`config.mk`:
```
export PLATFORM = sky130hd
export DESIGN_NAME = bridge_req_arbiter_flat
export DESIGN_NICKNAME = d
export VERILOG_FILES = /design/src/rtl/bridge_req_arbiter_pkg.sv /design/src/rtl/bridge_req_arbiter_if.sv /design/src/rtl/bridge_req_arbiter_rr_arb2.sv /design/src/rtl/bridge_req_arbiter.sv /design/src/flat_wrapper.sv
export SDC_FILE = /design/constraint.sdc
export NUM_CORES = 1
export LEC_CHECK = 0
export BUFFER_PORTS_ARGS = -buffer_cell sky130_fd_sc_hd__clkbuf_2
export CELL_PAD_IN_SITES_DETAIL_PLACEMENT = 1
export CELL_PAD_IN_SITES_GLOBAL_PLACEMENT = 1
export CORE_UTILIZATION = 28
export CTS_CLUSTER_DIAMETER = 150
export DETAILED_ROUTE_END_ITERATION = 7
export PLACE_DENSITY_LB_ADDON = 0.1
export RECOVER_POWER = 50
export REMOVE_ABC_BUFFERS = 1
export SLEW_MARGIN = 20
export SYNTH_ARGS = -nofsm -noshare
export SYNTH_HDL_FRONTEND = slang
export SYNTH_SLANG_ARGS = --single-unit
```
`constraint.sdc`:
```
create_clock -name i_clk_src -period 2.24 [get_ports i_clk_src]
set_input_delay 0.224 -clock i_clk_src [delete_from_list [all_inputs] [get_ports i_clk_src]]
set_output_delay 0.224 -clock i_clk_src [all_outputs]
set_load 0.02 [all_outputs]
```
`src/rtl/bridge_req_arbiter_pkg.sv`:
```
// Shared types and constants for the two-requester bridge request arbiter.
`timescale 1ns/1ps
`default_nettype none

package bridge_req_arbiter_pkg;

  localparam int DEF_ADDR_WIDTH = 32;
  localparam int DEF_DATA_WIDTH = 32;
  localparam int DEF_RD_TIMEOUT = 255;
  localparam int DEF_CNT_WIDTH  = 8;

  localparam int NUM_REQ   = 2;
  localparam int REQ_IDX_W = 1;

  typedef logic [REQ_IDX_W-1:0] req_idx_t;

  // Reset value of last_grant; makes rq0 win the first conflict.
  localparam req_idx_t RST_LAST_GRANT = 1'b1;

  typedef enum logic [1:0] {
    ST_ARB     = 2'b00,
    ST_RD_WAIT = 2'b01,
    ST_SLEEP   = 2'b10
  } state_t;

endpackage

`default_nettype wire

```
`src/rtl/bridge_req_arbiter_if.sv`:
```
// Requester, bridge and sleep signals of the request arbiter, grouped as one bundle.
`timescale 1ns/1ps
`default_nettype none

interface bridge_req_arbiter_if
  import bridge_req_arbiter_pkg::*;
#(
  parameter int ADDR_WIDTH = DEF_ADDR_WIDTH,
  parameter int DATA_WIDTH = DEF_DATA_WIDTH
);
  logic                  i_sleep_req;
  logic                  o_sleep_ack;
  logic                  o_busy;

  logic                  i_rq0_valid;
  logic                  i_rq0_rd0_wr1;
  logic [ADDR_WIDTH-1:0] i_rq0_addr;
  logic [DATA_WIDTH-1:0] i_rq0_wr_data;
  logic                  o_rq0_ready;
  logic [DATA_WIDTH-1:0] o_rq0_rd_data;
  logic                  o_rq0_rd_valid;
  logic                  o_rq0_rd_err;

  logic                  i_rq1_valid;
  logic                  i_rq1_rd0_wr1;
  logic [ADDR_WIDTH-1:0] i_rq1_addr;
  logic [DATA_WIDTH-1:0] i_rq1_wr_data;
  logic                  o_rq1_ready;
  logic [DATA_WIDTH-1:0] o_rq1_rd_data;
  logic                  o_rq1_rd_valid;
  logic                  o_rq1_rd_err;

  logic                  o_valid;
  logic                  o_rd0_wr1;
  logic [ADDR_WIDTH-1:0] o_addr;
  logic [DATA_WIDTH-1:0] o_wr_data;
  logic                  i_ready;
  logic [DATA_WIDTH-1:0] i_rd_data;
  logic                  i_rd_valid;

  modport slave (
    input  i_sleep_req,
    output o_sleep_ack, o_busy,
    input  i_rq0_valid, i_rq0_rd0_wr1, i_rq0_addr, i_rq0_wr_data,
    output o_rq0_ready, o_rq0_rd_data, o_rq0_rd_valid, o_rq0_rd_err,
    input  i_rq1_valid, i_rq1_rd0_wr1, i_rq1_addr, i_rq1_wr_data,
    output o_rq1_ready, o_rq1_rd_data, o_rq1_rd_valid, o_rq1_rd_err,
    output o_valid, o_rd0_wr1, o_addr, o_wr_data,
    input  i_ready, i_rd_data, i_rd_valid
  );

  modport master (
    output i_sleep_req,
    input  o_sleep_ack, o_busy,
    output i_rq0_valid, i_rq0_rd0_wr1, i_rq0_addr, i_rq0_wr_data,
    input  o_rq0_ready, o_rq0_rd_data, o_rq0_rd_valid, o_rq0_rd_err,
    output i_rq1_valid, i_rq1_rd0_wr1, i_rq1_addr, i_rq1_wr_data,
    input  o_rq1_ready, o_rq1_rd_data, o_rq1_rd_valid, o_rq1_rd_err,
    input  o_valid, o_rd0_wr1, o_addr, o_wr_data,
    output i_ready, i_rd_data, i_rd_valid
  );

endinterface

`default_nettype wire

```
`src/rtl/bridge_req_arbiter_rr_arb2.sv`:
```
// Two-way round-robin picker: a lone requester wins, a conflict goes to the one not granted last.
`timescale 1ns/1ps
`default_nettype none

module rr_arb2
  import bridge_req_arbiter_pkg::*;
(
  input  logic [1:0] req,
  input  req_idx_t   last_grant,
  output req_idx_t   sel,
  output logic       any
);

  always_comb begin
    any = req[0] | req[1];
    sel = 1'b0;
    unique case (req)
      2'b01:   sel = 1'b0;
      2'b10:   sel = 1'b1;
      2'b11:   sel = ~last_grant;
      default: sel = 1'b0;
    endcase
  end

endmodule

`default_nettype wire

```
`src/rtl/bridge_req_arbiter.sv`:
```
// Round-robin arbiter sharing the bridge source slave port between two requesters,
// with a single outstanding read, read timeout and a sleep handshake.
`timescale 1ns/1ps
`default_nettype none

module bridge_req_arbiter
  import bridge_req_arbiter_pkg::*;
#(
  parameter int ADDR_WIDTH = DEF_ADDR_WIDTH,
  parameter int DATA_WIDTH = DEF_DATA_WIDTH,
  parameter int RD_TIMEOUT = DEF_RD_TIMEOUT,
  parameter int CNT_WIDTH  = DEF_CNT_WIDTH
) (
  input  logic               i_clk_src,
  input  logic               i_rstn_src,
  bridge_req_arbiter_if.slave bus
);

  localparam logic [CNT_WIDTH-1:0] TIMEOUT_VAL = CNT_WIDTH'(RD_TIMEOUT);

  state_t                 state;
  state_t                 next_state;
  req_idx_t               last_grant;
  req_idx_t               rd_owner;
  req_idx_t               sel;
  logic                   any;
  logic                   arb_open;
  logic                   sel_valid;
  logic                   sel_rd;
  logic                   xfer;
  logic                   timeout_hit;
  logic [ADDR_WIDTH-1:0]  sel_addr;
  logic [DATA_WIDTH-1:0]  sel_wdata;
  logic                   sel_dir;
  logic [CNT_WIDTH-1:0]   rd_cnt;
  logic [NUM_REQ-1:0]     rd_valid_q;
  logic [NUM_REQ-1:0]     rd_err_q;
  logic [DATA_WIDTH-1:0]  rd_data_q [NUM_REQ];

  rr_arb2 u_rr_arb2 (
    .req        ({bus.i_rq1_valid, bus.i_rq0_valid}),
    .last_grant (last_grant),
    .sel        (sel),
    .any        (any)
  );

  // Sleep request blocks selection in the same cycle it is seen in ARB.
  always_comb begin
    arb_open  = (state == ST_ARB) && !bus.i_sleep_req;
    sel_valid = arb_open && any;
    sel_dir   = 1'b0;
    sel_addr  = '0;
    sel_wdata = '0;
    if (sel_valid) begin
      if (sel == 1'b0) begin
        sel_dir   = bus.i_rq0_rd0_wr1;
        sel_addr  = bus.i_rq0_addr;
        sel_wdata = bus.i_rq0_wr_data;
      end else begin
        sel_dir   = bus.i_rq1_rd0_wr1;
        sel_addr  = bus.i_rq1_addr;
        sel_wdata = bus.i_rq1_wr_data;
      end
    end
    sel_rd      = sel_valid && !sel_dir;
    xfer        = sel_valid && bus.i_ready;
    timeout_hit = (RD_TIMEOUT != 0) && (rd_cnt == TIMEOUT_VAL);
  end

  always_comb begin
    next_state = state;
    unique case (state)
      ST_ARB: begin
        if (bus.i_sleep_req)   next_state = ST_SLEEP;
        else if (xfer && sel_rd) next_state = ST_RD_WAIT;
      end
      ST_RD_WAIT: begin
        if (bus.i_rd_valid || timeout_hit) next_state = ST_ARB;
      end
      ST_SLEEP: begin
        if (!bus.i_sleep_req) next_state = ST_ARB;
      end
      default: next_state = ST_ARB;
    endcase
  end

  always_ff @(posedge i_clk_src or negedge i_rstn_src) begin
    if (!i_rstn_src) begin
      state      <= ST_ARB;
      last_grant <= RST_LAST_GRANT;
      rd_owner   <= '0;
      rd_cnt     <= '0;
    end else begin
      state <= next_state;
      if (xfer) last_grant <= sel;
      if (state == ST_ARB && xfer && sel_rd) begin
        rd_owner <= sel;
        rd_cnt   <= '0;
      end else if (state == ST_RD_WAIT && !bus.i_rd_valid && !timeout_hit) begin
        rd_cnt <= rd_cnt + 1'b1;
      end
    end
  end

  // A response in the timeout cycle takes precedence over the error.
  always_ff @(posedge i_clk_src or negedge i_rstn_src) begin
    if (!i_rstn_src) begin
      rd_valid_q   <= '0;
      rd_err_q     <= '0;
      rd_data_q[0] <= '0;
      rd_data_q[1] <= '0;
    end else begin
      rd_valid_q <= '0;
      rd_err_q   <= '0;
      if (state == ST_RD_WAIT) begin
        if (bus.i_rd_valid) begin
          rd_valid_q[rd_owner] <= 1'b1;
          rd_data_q[rd_owner]  <= bus.i_rd_data;
        end else if (timeout_hit) begin
          rd_valid_q[rd_owner] <= 1'b1;
          rd_err_q[rd_owner]   <= 1'b1;
          rd_data_q[rd_owner]  <= '0;
        end
      end
    end
  end

  assign bus.o_valid        = sel_valid;
  assign bus.o_rd0_wr1      = sel_dir;
  assign bus.o_addr         = sel_addr;
  assign bus.o_wr_data      = sel_wdata;
  assign bus.o_rq0_ready    = xfer && (sel == 1'b0);
  assign bus.o_rq1_ready    = xfer && (sel == 1'b1);
  assign bus.o_rq0_rd_valid = rd_valid_q[0];
  assign bus.o_rq1_rd_valid = rd_valid_q[1];
  assign bus.o_rq0_rd_err   = rd_err_q[0];
  assign bus.o_rq1_rd_err   = rd_err_q[1];
  assign bus.o_rq0_rd_data  = rd_data_q[0];
  assign bus.o_rq1_rd_data  = rd_data_q[1];
  assign bus.o_busy         = (state == ST_RD_WAIT);
  assign bus.o_sleep_ack    = (state == ST_SLEEP);

endmodule

`default_nettype wire

```
`src/flat_wrapper.sv`:
```
// flat-port wrapper written by rule: the top's interface ports become plain ports
module bridge_req_arbiter_flat import bridge_req_arbiter_pkg::*;
#(
  parameter int ADDR_WIDTH = DEF_ADDR_WIDTH,
  parameter int DATA_WIDTH = DEF_DATA_WIDTH,
  parameter int RD_TIMEOUT = DEF_RD_TIMEOUT,
  parameter int CNT_WIDTH  = DEF_CNT_WIDTH
)
  (i_clk_src, i_rstn_src, bus_i_sleep_req, bus_o_sleep_ack, bus_o_busy, bus_i_rq0_valid, bus_i_rq0_rd0_wr1, bus_i_rq0_addr, bus_i_rq0_wr_data, bus_o_rq0_ready, bus_o_rq0_rd_data, bus_o_rq0_rd_valid, bus_o_rq0_rd_err, bus_i_rq1_valid, bus_i_rq1_rd0_wr1, bus_i_rq1_addr, bus_i_rq1_wr_data, bus_o_rq1_ready, bus_o_rq1_rd_data, bus_o_rq1_rd_valid, bus_o_rq1_rd_err, bus_o_valid, bus_o_rd0_wr1, bus_o_addr, bus_o_wr_data, bus_i_ready, bus_i_rd_data, bus_i_rd_valid);
  bridge_req_arbiter_if #(.ADDR_WIDTH(ADDR_WIDTH), .DATA_WIDTH(DATA_WIDTH)) bus_i ();
  input  logic i_clk_src;
  input  logic i_rstn_src;
  input wire logic [$bits(bus_i.i_sleep_req)-1:0] bus_i_sleep_req;
  output wire logic [$bits(bus_i.o_sleep_ack)-1:0] bus_o_sleep_ack;
  output wire logic [$bits(bus_i.o_busy)-1:0] bus_o_busy;
  input wire logic [$bits(bus_i.i_rq0_valid)-1:0] bus_i_rq0_valid;
  input wire logic [$bits(bus_i.i_rq0_rd0_wr1)-1:0] bus_i_rq0_rd0_wr1;
  input wire logic [$bits(bus_i.i_rq0_addr)-1:0] bus_i_rq0_addr;
  input wire logic [$bits(bus_i.i_rq0_wr_data)-1:0] bus_i_rq0_wr_data;
  output wire logic [$bits(bus_i.o_rq0_ready)-1:0] bus_o_rq0_ready;
  output wire logic [$bits(bus_i.o_rq0_rd_data)-1:0] bus_o_rq0_rd_data;
  output wire logic [$bits(bus_i.o_rq0_rd_valid)-1:0] bus_o_rq0_rd_valid;
  output wire logic [$bits(bus_i.o_rq0_rd_err)-1:0] bus_o_rq0_rd_err;
  input wire logic [$bits(bus_i.i_rq1_valid)-1:0] bus_i_rq1_valid;
  input wire logic [$bits(bus_i.i_rq1_rd0_wr1)-1:0] bus_i_rq1_rd0_wr1;
  input wire logic [$bits(bus_i.i_rq1_addr)-1:0] bus_i_rq1_addr;
  input wire logic [$bits(bus_i.i_rq1_wr_data)-1:0] bus_i_rq1_wr_data;
  output wire logic [$bits(bus_i.o_rq1_ready)-1:0] bus_o_rq1_ready;
  output wire logic [$bits(bus_i.o_rq1_rd_data)-1:0] bus_o_rq1_rd_data;
  output wire logic [$bits(bus_i.o_rq1_rd_valid)-1:0] bus_o_rq1_rd_valid;
  output wire logic [$bits(bus_i.o_rq1_rd_err)-1:0] bus_o_rq1_rd_err;
  output wire logic [$bits(bus_i.o_valid)-1:0] bus_o_valid;
  output wire logic [$bits(bus_i.o_rd0_wr1)-1:0] bus_o_rd0_wr1;
  output wire logic [$bits(bus_i.o_addr)-1:0] bus_o_addr;
  output wire logic [$bits(bus_i.o_wr_data)-1:0] bus_o_wr_data;
  input wire logic [$bits(bus_i.i_ready)-1:0] bus_i_ready;
  input wire logic [$bits(bus_i.i_rd_data)-1:0] bus_i_rd_data;
  input wire logic [$bits(bus_i.i_rd_valid)-1:0] bus_i_rd_valid;
  assign bus_i.i_sleep_req = bus_i_sleep_req;
  assign bus_o_sleep_ack = bus_i.o_sleep_ack;
  assign bus_o_busy = bus_i.o_busy;
  assign bus_i.i_rq0_valid = bus_i_rq0_valid;
  assign bus_i.i_rq0_rd0_wr1 = bus_i_rq0_rd0_wr1;
  assign bus_i.i_rq0_addr = bus_i_rq0_addr;
  assign bus_i.i_rq0_wr_data = bus_i_rq0_wr_data;
  assign bus_o_rq0_ready = bus_i.o_rq0_ready;
  assign bus_o_rq0_rd_data = bus_i.o_rq0_rd_data;
  assign bus_o_rq0_rd_valid = bus_i.o_rq0_rd_valid;
  assign bus_o_rq0_rd_err = bus_i.o_rq0_rd_err;
  assign bus_i.i_rq1_valid = bus_i_rq1_valid;
  assign bus_i.i_rq1_rd0_wr1 = bus_i_rq1_rd0_wr1;
  assign bus_i.i_rq1_addr = bus_i_rq1_addr;
  assign bus_i.i_rq1_wr_data = bus_i_rq1_wr_data;
  assign bus_o_rq1_ready = bus_i.o_rq1_ready;
  assign bus_o_rq1_rd_data = bus_i.o_rq1_rd_data;
  assign bus_o_rq1_rd_valid = bus_i.o_rq1_rd_valid;
  assign bus_o_rq1_rd_err = bus_i.o_rq1_rd_err;
  assign bus_o_valid = bus_i.o_valid;
  assign bus_o_rd0_wr1 = bus_i.o_rd0_wr1;
  assign bus_o_addr = bus_i.o_addr;
  assign bus_o_wr_data = bus_i.o_wr_data;
  assign bus_i.i_ready = bus_i_ready;
  assign bus_i.i_rd_data = bus_i_rd_data;
  assign bus_i.i_rd_valid = bus_i_rd_valid;
  bridge_req_arbiter #(.ADDR_WIDTH(ADDR_WIDTH), .DATA_WIDTH(DATA_WIDTH), .RD_TIMEOUT(RD_TIMEOUT), .CNT_WIDTH(CNT_WIDTH)) u_core (.i_clk_src(i_clk_src), .i_rstn_src(i_rstn_src), .bus(bus_i));
endmodule
```
# == Yosys cells after proc, flatten, opt, wreduce, memory -nomap -nowiden ==
# Cells that the tools add are included.
# word_totals
output_inout_bits,138
ramBits,0
regBits,80
latch_bits,0
word_cells,76
memories,0
rom_bits,0
# classes
shift,0
n_eq_ne,8
div_mod_pow,0
add_sub_neg,1
mux,26
bitwise_logic,6
magnitude_cmp,4
n_reduce_logical,23
multipliers,0
# ops
cell,count
two-way mux 32 bit,5
two-way mux 64 bit,2
AND 64 bit,1
bitwise mux 64 bit,1
inverter 64 bit,1
demux 32 bit (select 1 bit),1
two-way mux 2 bit,9
two-way mux 8 bit,2
logical AND 1 bit,13
"adder 8 x 1 -> 8 bit, second input constant",1
"equality test 8 bit, second input constant",1
"equality test 2 bit, second input constant",3
one-hot mux 2 bit (3 select lines),1
logical NOT 1 bit,4
nonzero test 2 bit,2
two-way mux 1 bit,3
"inequality test 3 bit, second input constant",1
AND reduction 3 bit,1
"equality test 2 x 1 -> 1 bit, second input constant",1
">= comparator 2 bit, second input constant",1
logical NOT 2 bit,1
"< comparator 1 x 2 -> 1 bit, second input constant",1
"< comparator 2 x 1 -> 1 bit, second input constant",1
"inequality test 2 x 1 -> 1 bit, second input constant",1
9 further kinds,10

# == Depth between registers and ports, before layout ==
# Gate-level depths: netlist (run 1).
# logic_depth
depth_word,10
mapped_depth,6
ltp_nobuf,5

# == Hierarchy ==
# Synthesis (run 1) repeated with hierarchy kept, for this count alone.
# unflattened
hier_cells,363
hier_area_um2,3993.8
# modules_own_cells
module,cells_per_inst,seq_area_each_um2,area_each_um2,instances
bridge_req_arbiter,361,2003.2,3980.1,1
rr_arb2,2,0.0,13.8,1

# == Worst setup path before layout (run 1) ==
# No wires, ideal clock.
# synth_path
path_kind,register to output
startpoint,register u_core.state[0]
endpoint,output bus_o_addr[0]
path_stages_with_launch,5
path_buffers,2
required_ps,2016
slack_ps,398
t_arrival_ps,1618
path_cell_list,dfrtp_1 -> or4_4 -> buf_2 -> buf_2 -> a21oi_1
# synth_between
elab_chain_cells,4
# synth_lines
item,line,rtl
"start, declared",bridge_req_arbiter.sv:21,state_t state;
"start signal, assigned",bridge_req_arbiter.sv:94,state <= next_state;
logical NOT 2 bit,bridge_req_arbiter.sv:49,arb_open = (state == ST_ARB) && !bus.i_sleep_req;
logical AND 1 bit,bridge_req_arbiter.sv:49,
logical AND 1 bit,bridge_req_arbiter.sv:50,sel_valid = arb_open && any;
two-way mux 32 bit,bridge_req_arbiter.sv:54,if (sel_valid) begin
"end, declared",flat_wrapper.sv:34,output wire logic [$bits(bus_i.o_addr)-1:0] bus_o_addr;
# Every way passes these cells.

# == Worst setup path in the final report (run 1) ==
# layout_path
startpoint,register u_core.state[1]
endpoint,output bus_o_addr[13]
# The elaborated chain is that of the path after synthesis.

==> impl_metrics.ini, run 1 <==
[grt]
antenna_found_initial = 0
grt_pass1_wl_mm = 25.01
grt-ovfl-total = 0
grt_pass1_vias = 4578
grt_max_degree = 65
grtUsageTotal = 0.2172

[die]
rows = 43
die_w_um = 123.0
die_area_um2 = 15120
coreArea_um2 = 14100
die_y_um = 123.0
start_util = 0.2906
ios = 307

[timing]
slew_violations = 0
final.min_clock_period_ns = 2.186
fin_ws_ns = 0.05391
tightest_slew_ns = 0.9314
whs_ns = 0.1210
timing.final.crit_share = 0.9759
clock_skew_ns = 0.004067
setup_violations = 0
fmax_ghz = 0.4574
final-hold-violation-count = 0
relSlewSlack = 0.3791

[logic_synthesis]
synth_top_family_by_area = compound AO/OA/AOI/OAI gates
yosysSeqAreaShare = 0.4890
yosysUniqueCellTypes = 43
post_synth.cell_area_avg_um2 = 9.164
yosys.area_share.xor_xnor = 0.006414
synth_edf_count = 0
yosysWarnings = 0
synthArstFlopShare = 1.000
yosys.area_share.simple = 0.1872
synth_compound_area_frac = 0.2523
synth_seq_cells = 80
netlist_area_um2 = 4096
synthMuxAreaShare = 0.007636
synth_area_leaders = dfrtp_1, a32o_1, nand2_1, a21oi_1, buf_2
synth.top_cell.area_share = 0.4826
yosysTopAreaCell = dfrtp_1
synth_fa_ha_area_frac = 0.003054
ys.flop_type = dfrtp_1
syn_inst = 447

[worst_setup_path]
cpMaxStageDelayCell = or4_4
worstSetupEndpointType = primary output
path_depth = 4
cp.arrival_ns = 1.96
cp_num_buf_inv = 2
worstSetupPathType = reg -> out
ff2ff_path_depth = 6
cp_data_required_time_ns = 2.02
crit_family = simple AND/OR/NAND/NOR gates
crit_fanout = 32
critPathLaunchType = flip-flop
critPathMaxStageDelay_ns = 0.61
crit_chain = or4_4, buf_16, a21oi_1, clkbuf_2

[cells_and_area]
area_delta_synth_final_pct = 47.89
drive_gt1_frac = 0.3865
post-route-util = 0.4298
n_antenna_cell = 0
seqCellArea_um2 = 2003
nNetsFinal = 906
multi_input_area_um2 = 1889
fill_cells = 1765

[outcome]
status = finished, final reports clean

[route]
drc = 0
drt_iter0_markers = 229
routed_via_density = 5.047
first_pass_iters = 7
routedWlPerCell_um = 19.00
vias = 4643
antenna_left = 0
wl_mm = 17.48

[power]
ir_drop_uv = 382.5
finalPower_w = 0.005020
p_per_area_nw_per_um2 = 828.7
power.leakage_nw = 3.106

[clocking]
htreeDepth = 3
cts_inserted_buffers = 9
cts_tree = yes
insertion_delay_ns = 0.33
post-cts-setup-buffers = 0
clock_path_buffers = 2
clkSinkCount = 80
cts.clk_slew.worst_paths_ns = 0.06
cts-root-buf = clkbuf_16

[flow_run]
cap_violations = 0

[placed_design]
port_buffers = 306
dpl.hpwl_mm = 12.95
routabilityCongestion = 0.7323
dp_slack_ns = 0.3286

[min_path]
hp-class = in -> reg
holdPathStages = 2
==> synthesized netlist by cell type, types with 2 or more instances <==
| cell type | number |
|---|---|
| nor3_1 | 2 |
| nor3b_1 | 2 |
| inv_1 | 3 |
| nor4_1 | 2 |
| and2b_2 | 3 |
| xor2_1 | 2 |
| dfrtp_1 | 79 |
| buf_2 | 22 |
| buf_6 | 2 |
| o211ai_1 | 3 |
| nand3_1 | 2 |
| a21oi_1 | 64 |
| nor2_1 | 11 |
| mux2i_1 | 2 |
| a32o_1 | 58 |
| clkbuf_1 | 19 |
| nand3_2 | 2 |
| nand2_1 | 139 |
| o2bb2ai_1 | 6 |
==> path summary, 6_finish.rpt <==
path / from / end / slack (ns)
setup / recovery: u_core.state[1] / bus_o_addr[13] / 0.05
hold / removal: bus_i_rq1_rd0_wr1 / u_core.rd_owner / 0.12
setup reg to reg: u_core.rd_cnt[0] / u_core.bus.o_rq0_rd_data[29] / 0.39
hold reg to reg: u_core.bus.o_rq1_rd_data[9] / u_core.bus.o_rq1_rd_data[9] / 0.49
max in group asynchronous: i_rstn_src / u_core.bus.o_rq1_rd_data[10] / 0.41
min in group asynchronous: i_rstn_src / u_core.rd_owner / 0.56
==> sequential cells by signal (all words and copies together) (netlist names) <==
register	flops
u_core.bus.o_rq0_rd_data	32
u_core.rd_err_q	2
u_core.rd_valid_q	2
u_core.rd_owner	1
u_core.last_grant	1
u_core.bus.o_rq1_rd_data	32
u_core.rd_cnt	8
u_core.state	2
==> kinds of logic (layout without fill, tap and decap cells) <==
group                      count (synthesis)  count (layout)
DFF                                       80              80
AOI/OAI and AO/OA                        138             138
and+or+nand+nor                          174             174
buffers and inverters                     48             341
muxes                                      3               3
xor gates and xnor gates                   3               3
adders and majority gates                  1               1
==> per-stage QoR <==
step                      setup TNS [ns]  std cells  instance area (µm²)
after global routing           -0.001253        920                 6058
after global placement                 0        902                 5828
after CTS                              0        918                 6100
after floorplan                   -22.59        404                 3892
after detailed placement               0        902                 5828
final                                  0        920                 6058
==> cell type report <==
| class | instances | area share |
|---|---|---|
| clock buffers | 11 | 0.03841 |
| clock inverters | 4 | 0.003717 |
| inverters | 5 | 0.003098 |
| multi-input cells | 319 | 0.3119 |
| flip-flops and latches | 80 | 0.3306 |
| well taps | 180 | 0.03717 |
| repair buffers | 321 | 0.2751 |
==> cells in the final DEF, fill, tap and decap left out, types with 3 or more instances in the layout <==
cell	instances
clkinv_2	3
clkbuf_2	240
a32o_1	58
buf_4	5
o211ai_1	3
clkbuf_16	11
nand2_1	138
nor2_1	11
a21oi_1	62
dfrtp_1	79
buf_12	4
inv_1	3
o2bb2ai_1	6
clkbuf_1	68
and2b_2	3
==> metal layers <==
metal  routed length [µm]  part of all wire  vias up  GRT usage
met1                 6807              0.39     2285     0.2582
met5                    0                 0        -          0
li1                     -                 -     2177          -
met3                 1042             0.060       17    0.04520
met4                  260             0.015        0    0.05564
met2                 9370              0.54      164     0.3954
==> where the power goes <==
group	leakage (nW)	internal [W]	switching [W]
Clock	0.125	0.000738	0.000537
Combinational	1.91	0.000630	0.00117
Sequential	1.07	0.00177	0.000182
==> repair_timing <==
action	CTS	global route
resized for setup	2	3
pin swaps	0	1
setup endpoints to repair	1	25
hold buffers	1	0
cloned	0	2
endpoints found under the hold margin	33	0
No activity file was read; power rests on OpenSTA's default activity.
==> inputs of run 2 (changes only) <==
- CTS_CLUSTER_DIAMETER: 150 -> 30
- SYNTH_HIERARCHICAL: unset -> 1
==> run 2 against run 1 <==
Clock power up 9%. Utilization up 0.72 points. Global-route usage up 1.3 points. Critical path type unchanged. Worst hold slack worse by 0.0078 ns. Critical endpoint is now bus_o_addr[19]. Wire length down 3.0%. Die area down 2.5%. Highest routed layer unchanged. Largest power group unchanged. Largest cell class unchanged.
==> impl_metrics.ini, run 2 <==
[placed_design]
dpl.hpwl_mm = 13.11
routabilityCongestion = 0.8843
port_buffers = 306

[worst_setup_path]
regToRegEndpoint = u_core/bus.o_rq0_rd_data[17]
ff2ff_path_depth = 6
r2r-start = u_core/rd_cnt[0]
crit_chain = a21boi_4, buf_12, buf_4, mux2i_1, nor2_1, clkbuf_2
critPathLaunchType = flip-flop
worstSetupPathType = reg -> out
cpMaxStageDelayCell = dfstp_2
critPathMaxStageDelay_ns = 0.39
cp_num_buf_inv = 3
ff2ff_setup_slack_ns = 0.36
cp_data_required_time_ns = 2.02
crit_start = u_core/last_grant
crit_end = bus_o_addr[19]
path_depth = 6
cp.arrival_ns = 1.96
crit_fanout = 16
crit_family = buffers and inverters
worstSetupEndpointType = primary output

[cells_and_area]
post-route-util = 0.4370
final_common_cell = clkbuf_2
area_delta_synth_final_pct = 51.88
fill_cells = 1713
final_cell_mix = clkbuf_2, dfrtp_1, nor2_1, clkbuf_1, mux2i_1
n_antenna_cell = 0
drive_gt1_frac = 0.4231
nNetsFinal = 841

[logic_synthesis]
yosysSeqAreaShare = 0.5016
yosysTopAreaCell = dfrtp_1
syn_inst = 363
synthArstFlopShare = 1.000
netlist_area_um2 = 3994
post_synth.cell_area_avg_um2 = 11.00
ys.flop_type = dfrtp_1
yosysUniqueCellTypes = 35
synthTopCellsByCount = dfrtp_1, nor2_1, mux2i_1, a22o_1, buf_2
synth.top_cell.area_share = 0.4950
synth_area_leaders = dfrtp_1, mux2i_1, a22o_1, nor2_1, buf_2
synth_edf_count = 0
yosysWarnings = 6
synth_seq_cells = 80
yosysMostFrequentCell = dfrtp_1

[route]
drt_iter0_markers = 158
routed_via_density = 4.889
vias = 4185
first_pass_iters = 4
wl_mm = 16.96
drc = 0
routedWlPerCell_um = 19.81
antenna_left = 0

[clocking]
cts_tree = yes
cts.clk_slew.worst_paths_ns = 0.06
cts_inserted_buffers = 9
htreeDepth = 3
clock_path_buffers = 2
cts-root-buf = clkbuf_16
insertion_delay_ns = 0.34
clkSinkCount = 80

[grt]
grtUsageTotal = 0.2305
grt-ovfl-total = 0
grt_pass1_wl_mm = 25.40
grt_pass1_vias = 4291
grt_max_degree = 42
antenna_found_initial = 0

[timing]
final.min_clock_period_ns = 2.183
slew_violations = 0
fmax_ghz = 0.4582
final-hold-violation-count = 0
tns_ns = 0
setup_violations = 0
whs_ns = 0.1132
tightest_slew_ns = 1.021
timing.final.crit_share = 0.9744
relSlewSlack = 0.3194
clock_skew_ns = 0.006497
rsz0062_at_grt = yes

[die]
die_w_um = 121.4
coreArea_um2 = 13880
die_y_um = 121.4
die_area_um2 = 14750
start_util = 0.2877
rows = 43
ios = 307

[outcome]
status = finished, final reports clean

[min_path]
hp-class = in -> reg

[power]
finalPower_w = 0.004993
ir_drop_uv = 340.6
p_per_area_nw_per_um2 = 823.1
power.leakage_nw = 3.306

[flow_run]
cap_violations = 0
[run 2: changes by cell type in the layout (fill, tap and decap cells not counted), sizes merged, moves of 5 or more]
| cell | change |
|---|---|
| a21oi | -63 |
| a22o | +64 |
| a32o | -58 |
| buf | +23 |
| clkbuf | -20 |
| inv | +5 |
| mux2i | +65 |
| nand2 | -133 |
| nor2 | +59 |
| o2bb2ai | -6 |
[run 2: cell families after synthesis]
group,share of synthesized area
buffers and inverters,0.04292
flip-flops,0.5016
AO/OA/AOI/OAI,0.1642
AND/OR/NAND/NOR,0.1159
multiplexers,0.1679
adder cells (fa/ha/maj),0.003132
XOR/XNOR,0.004387
[run 2: layout make-up]
class,count,area [µm²],share of cell area
timing repair buffer,327,1692,0.2789
multi-input combinational,247,1844,0.3040
clock buffer,9,225.2,0.03713
inverter,6,22.52,0.003713
clock inverter,7,53.80,0.008870
sequential,80,2003,0.3302
tap,180,225.2,0.03713
[run 2: report_power, final]
group	total (W)	internal, W	switching (W)
sequential	0.00195	0.00176	0.000192
clock	0.00138	0.000760	0.000623
combinational	0.00166	0.000657	0.000999
[run 2: stage by stage]
step           cells  setup slack [ns]  instance area (µm²)
2_1_floorplan    333            -4.208                 3845
3_3_place_gp     836            0.2435                 5781
3_5_place_dp     836            0.1986                 5781
4_1_cts          856           0.01939                 6146
5_1_grt          856         -0.004790                 6066
6_report         856           0.05732                 6066
[run 2: worst min-delay path by stage]
stage	startpoint	to	slack, ns	cells past startpoint
6_report	bus_i_rq1_rd0_wr1	u_core/rd_owner	0.11	2
5_1_grt	bus_i_rq1_rd0_wr1	u_core/rd_owner	0.10	2
4_1_cts	bus_i_rq1_rd0_wr1	u_core/rd_owner	0.10	2
3_5_place_dp	i_rstn_src	u_core/bus.o_rq1_rd_data[16]	0.25	1
3_3_place_gp	i_rstn_src	u_core/bus.o_rq0_rd_data[30]	0.23	1
2_1_floorplan	i_rstn_src	u_core/bus.o_rq0_rd_data[0]	-0.07	0
[run 2: per-layer routing]
metal	share of wire	track usage	vias to the layer above
met3	0.067	0.05075	19
met1	0.43	0.2939	2039
met2	0.49	0.3842	189
met4	0.021	0.07407	0
met5	0	0	-
li1	-	-	1938
[run 2: what timing repair did]
item / CTS / global route
resized for setup: 4 / 23
hold endpoints to repair: 39 / 0
buffers inserted: 1 / 0
pin swaps: 2 / 1
gates cloned: 2 / 0
hold buffers: 1 / 0
setup endpoints to repair: 66 / 6
==> inputs of run 3 (changes only) <==
- CORE_ASPECT_RATIO: unset -> 0.6
==> run 3 against run 2 <==
Non-clock buffer count down 11. Wire length down 14%. Cell area down 0.85%. Setup slack better by 0.054 ns. Critical path depth down 1. Die area up 0.11%. Sequential share of layout area up 0.28 points. First-iteration DRC count down 3.2%. Register-to-register slack better by 0.08 ns. Clock-buffer cell count unchanged. Critical path type unchanged. Largest power group unchanged.
==> impl_metrics.ini, run 3 (synthesized netlist as in run 2, its figures left out) <==
[die]
rows = 33
coreArea_um2 = 13790
start_util = 0.2896
ios = 307
die_area_um2 = 14760
die_w_um = 156.2
die_y_um = 94.51

[cells_and_area]
multi_input_area_um2 = 1834
final_common_cell = clkbuf_2
area_delta_synth_final_pct = 50.60
seqCellArea_um2 = 2003
final_cell_mix = clkbuf_2, dfrtp_1, nor2_1, clkbuf_1, mux2i_1
nNetsFinal = 830
drive_gt1_frac = 0.4075
post-route-util = 0.4361
fill_cells = 1687
n_antenna_cell = 0

[worst_setup_path]
cp.arrival_ns = 1.90
crit_chain = a21boi_4, buf_12, mux2i_1, nor2_1, clkbuf_2
worstSetupPathType = reg -> out
cp_data_required_time_ns = 2.02
crit_family = buffers and inverters
worstSetupEndpointType = primary output
ff2ff_setup_slack_ns = 0.44
critPathMaxStageDelay_ns = 0.39
critPathLaunchType = flip-flop
cpMaxStageDelayCell = dfstp_2
cp_num_buf_inv = 2
crit_fanout = 52

[clocking]
insertion_delay_ns = 0.34
clock_path_buffers = 2
clkSinkCount = 80
cts_tree = yes
cts_inserted_buffers = 9
htreeDepth = 3
cts-root-buf = clkbuf_16
cts.clk_slew.worst_paths_ns = 0.07

[timing]
fin_ws_ns = 0.1112
slew_violations = 0
rsz0062_at_grt = no
final.min_clock_period_ns = 2.129
timing.final.crit_share = 0.9504
tightest_slew_ns = 1.097
fmax_ghz = 0.4697
relSlewSlack = 0.2685
clock_skew_ns = 0.01243
setup_violations = 0
final-hold-violation-count = 0

[route]
vias = 4045
antenna_left = 0
wl_mm = 14.63
drt_iter0_markers = 153
drc = 0
first_pass_iters = 4
routedWlPerCell_um = 17.07
routed_via_density = 4.720

[placed_design]
port_buffers = 306
dp_slack_ns = 0.2527
routabilityCongestion = 0.8300
dpl.hpwl_mm = 10.96

[power]
p_per_area_nw_per_um2 = 839.0
ir_drop_uv = 358.4
p_seq_frac = 0.390
internal-power_w = 0.003272
swShare = 0.3516
power_switching_w = 0.001774
pwr-share-clk = 0.301
power_frac_comb = 0.309
power.leakage_nw = 3.267

[outcome]
status = finished, final reports clean

[grt]
use_met3 = 0.05324
grt-ovfl-total = 0
grt_busiest_layer = met2
grt_pass1_vias = 4150
grt_max_degree = 64
grtUsageTotal = 0.1987
grt_pass1_wl_mm = 22.54
grt_use_met2 = 0.3311
use_met1 = 0.2598
antenna_found_initial = 0

[flow_run]
cap_violations = 0

[min_path]
hp-class = in -> reg
run 3: cell count changes in the layout (fill, tap and decap cells not counted), sizes merged:
| cell | before | now |
|---|---|---|
| clkinvlp | 3 | 1 |
| bufbuf | 1 | 0 |
| clkinv | 1 | 0 |
| buf | 34 | 19 |
| bufinv | 0 | 1 |
| clkbuf | 300 | 305 |
| inv | 9 | 11 |
run 3: path summary, 6_finish.rpt:
| check | from | to | cells after the start |
|---|---|---|---|
| setup / recovery | u_core/last_grant | bus_o_wr_data[24] | 5 |
| hold / removal | bus_i_rd_data[19] | u_core/bus.o_rq0_rd_data[19] | 2 |
| setup reg to reg | u_core/rd_cnt[0] | u_core/bus.o_rq1_rd_data[24] | 6 |
| hold reg to reg | u_core/state[0] | u_core/state[1] | 1 |
| max in group asynchronous | i_rstn_src | u_core/rd_cnt[1] | 3 |
| min in group asynchronous | i_rstn_src | u_core/bus.o_rq1_rd_data[5] | 2 |
run 3: layout make-up:
cell class              instances  share of cell area
clock inverters                 7             0.01352
multi-input cells             247              0.3050
repair buffers                316              0.2673
well taps                     192             0.03994
flip-flops and latches         80              0.3331
inverters                       6            0.003745
clock buffers                   9             0.03745
run 3: power by group through the flow:
stage	Sequential, W	Clock (W)	Combinational, W
after global routing	0.00201	0.00162	0.00169
after floorplan	0.00232	0	0.000641
after CTS	0.00197	0.00156	0.00166
after detailed placement	0.00198	0	0.00164
final	0.00197	0.00152	0.00156
after global placement	0.00198	0	0.00160
run 3: timing repair:
action	CTS	global route
gates resized for setup	1	12
setup buffers	0	0
hold buffers	1	0
endpoints found under the setup margin	67	32
gates cloned	1	0
endpoints found under the hold margin	16	0
pin swaps	0	1
run 3: per-stage QoR:
stage	hold slack, ns	total power (W)	cells	instance area (µm²)	TNS (ns)
5_1_grt	0.1058	0.005326	857	6015	0
6_report	0.1126	0.005046	857	6015	0
3_5_place_dp	0.1182	0.003623	839	5753	0
2_1_floorplan	-0.07159	0.002958	333	3845	-292.81
3_3_place_gp	0.1098	0.003581	839	5753	0
4_1_cts	0.09977	0.005191	857	6106	0
run 3: worst reg2reg max path, cell delays in order, from the launching register on:
cell and delay (ns):
dfrtp_1 0.41, ha_1 0.20, nand3_2 0.18, nor2_1 0.26, o211ai_1 0.16, buf_12 0.21, a22o_1 0.28
run 3: metal layers:
metal	part of all wire	routed length, µm	vias up
met5	0	0	-
met4	0.012	170	0
met3	0.063	921	17
met2	0.48	6997	135
met1	0.45	6535	1979
li1	-	-	1914
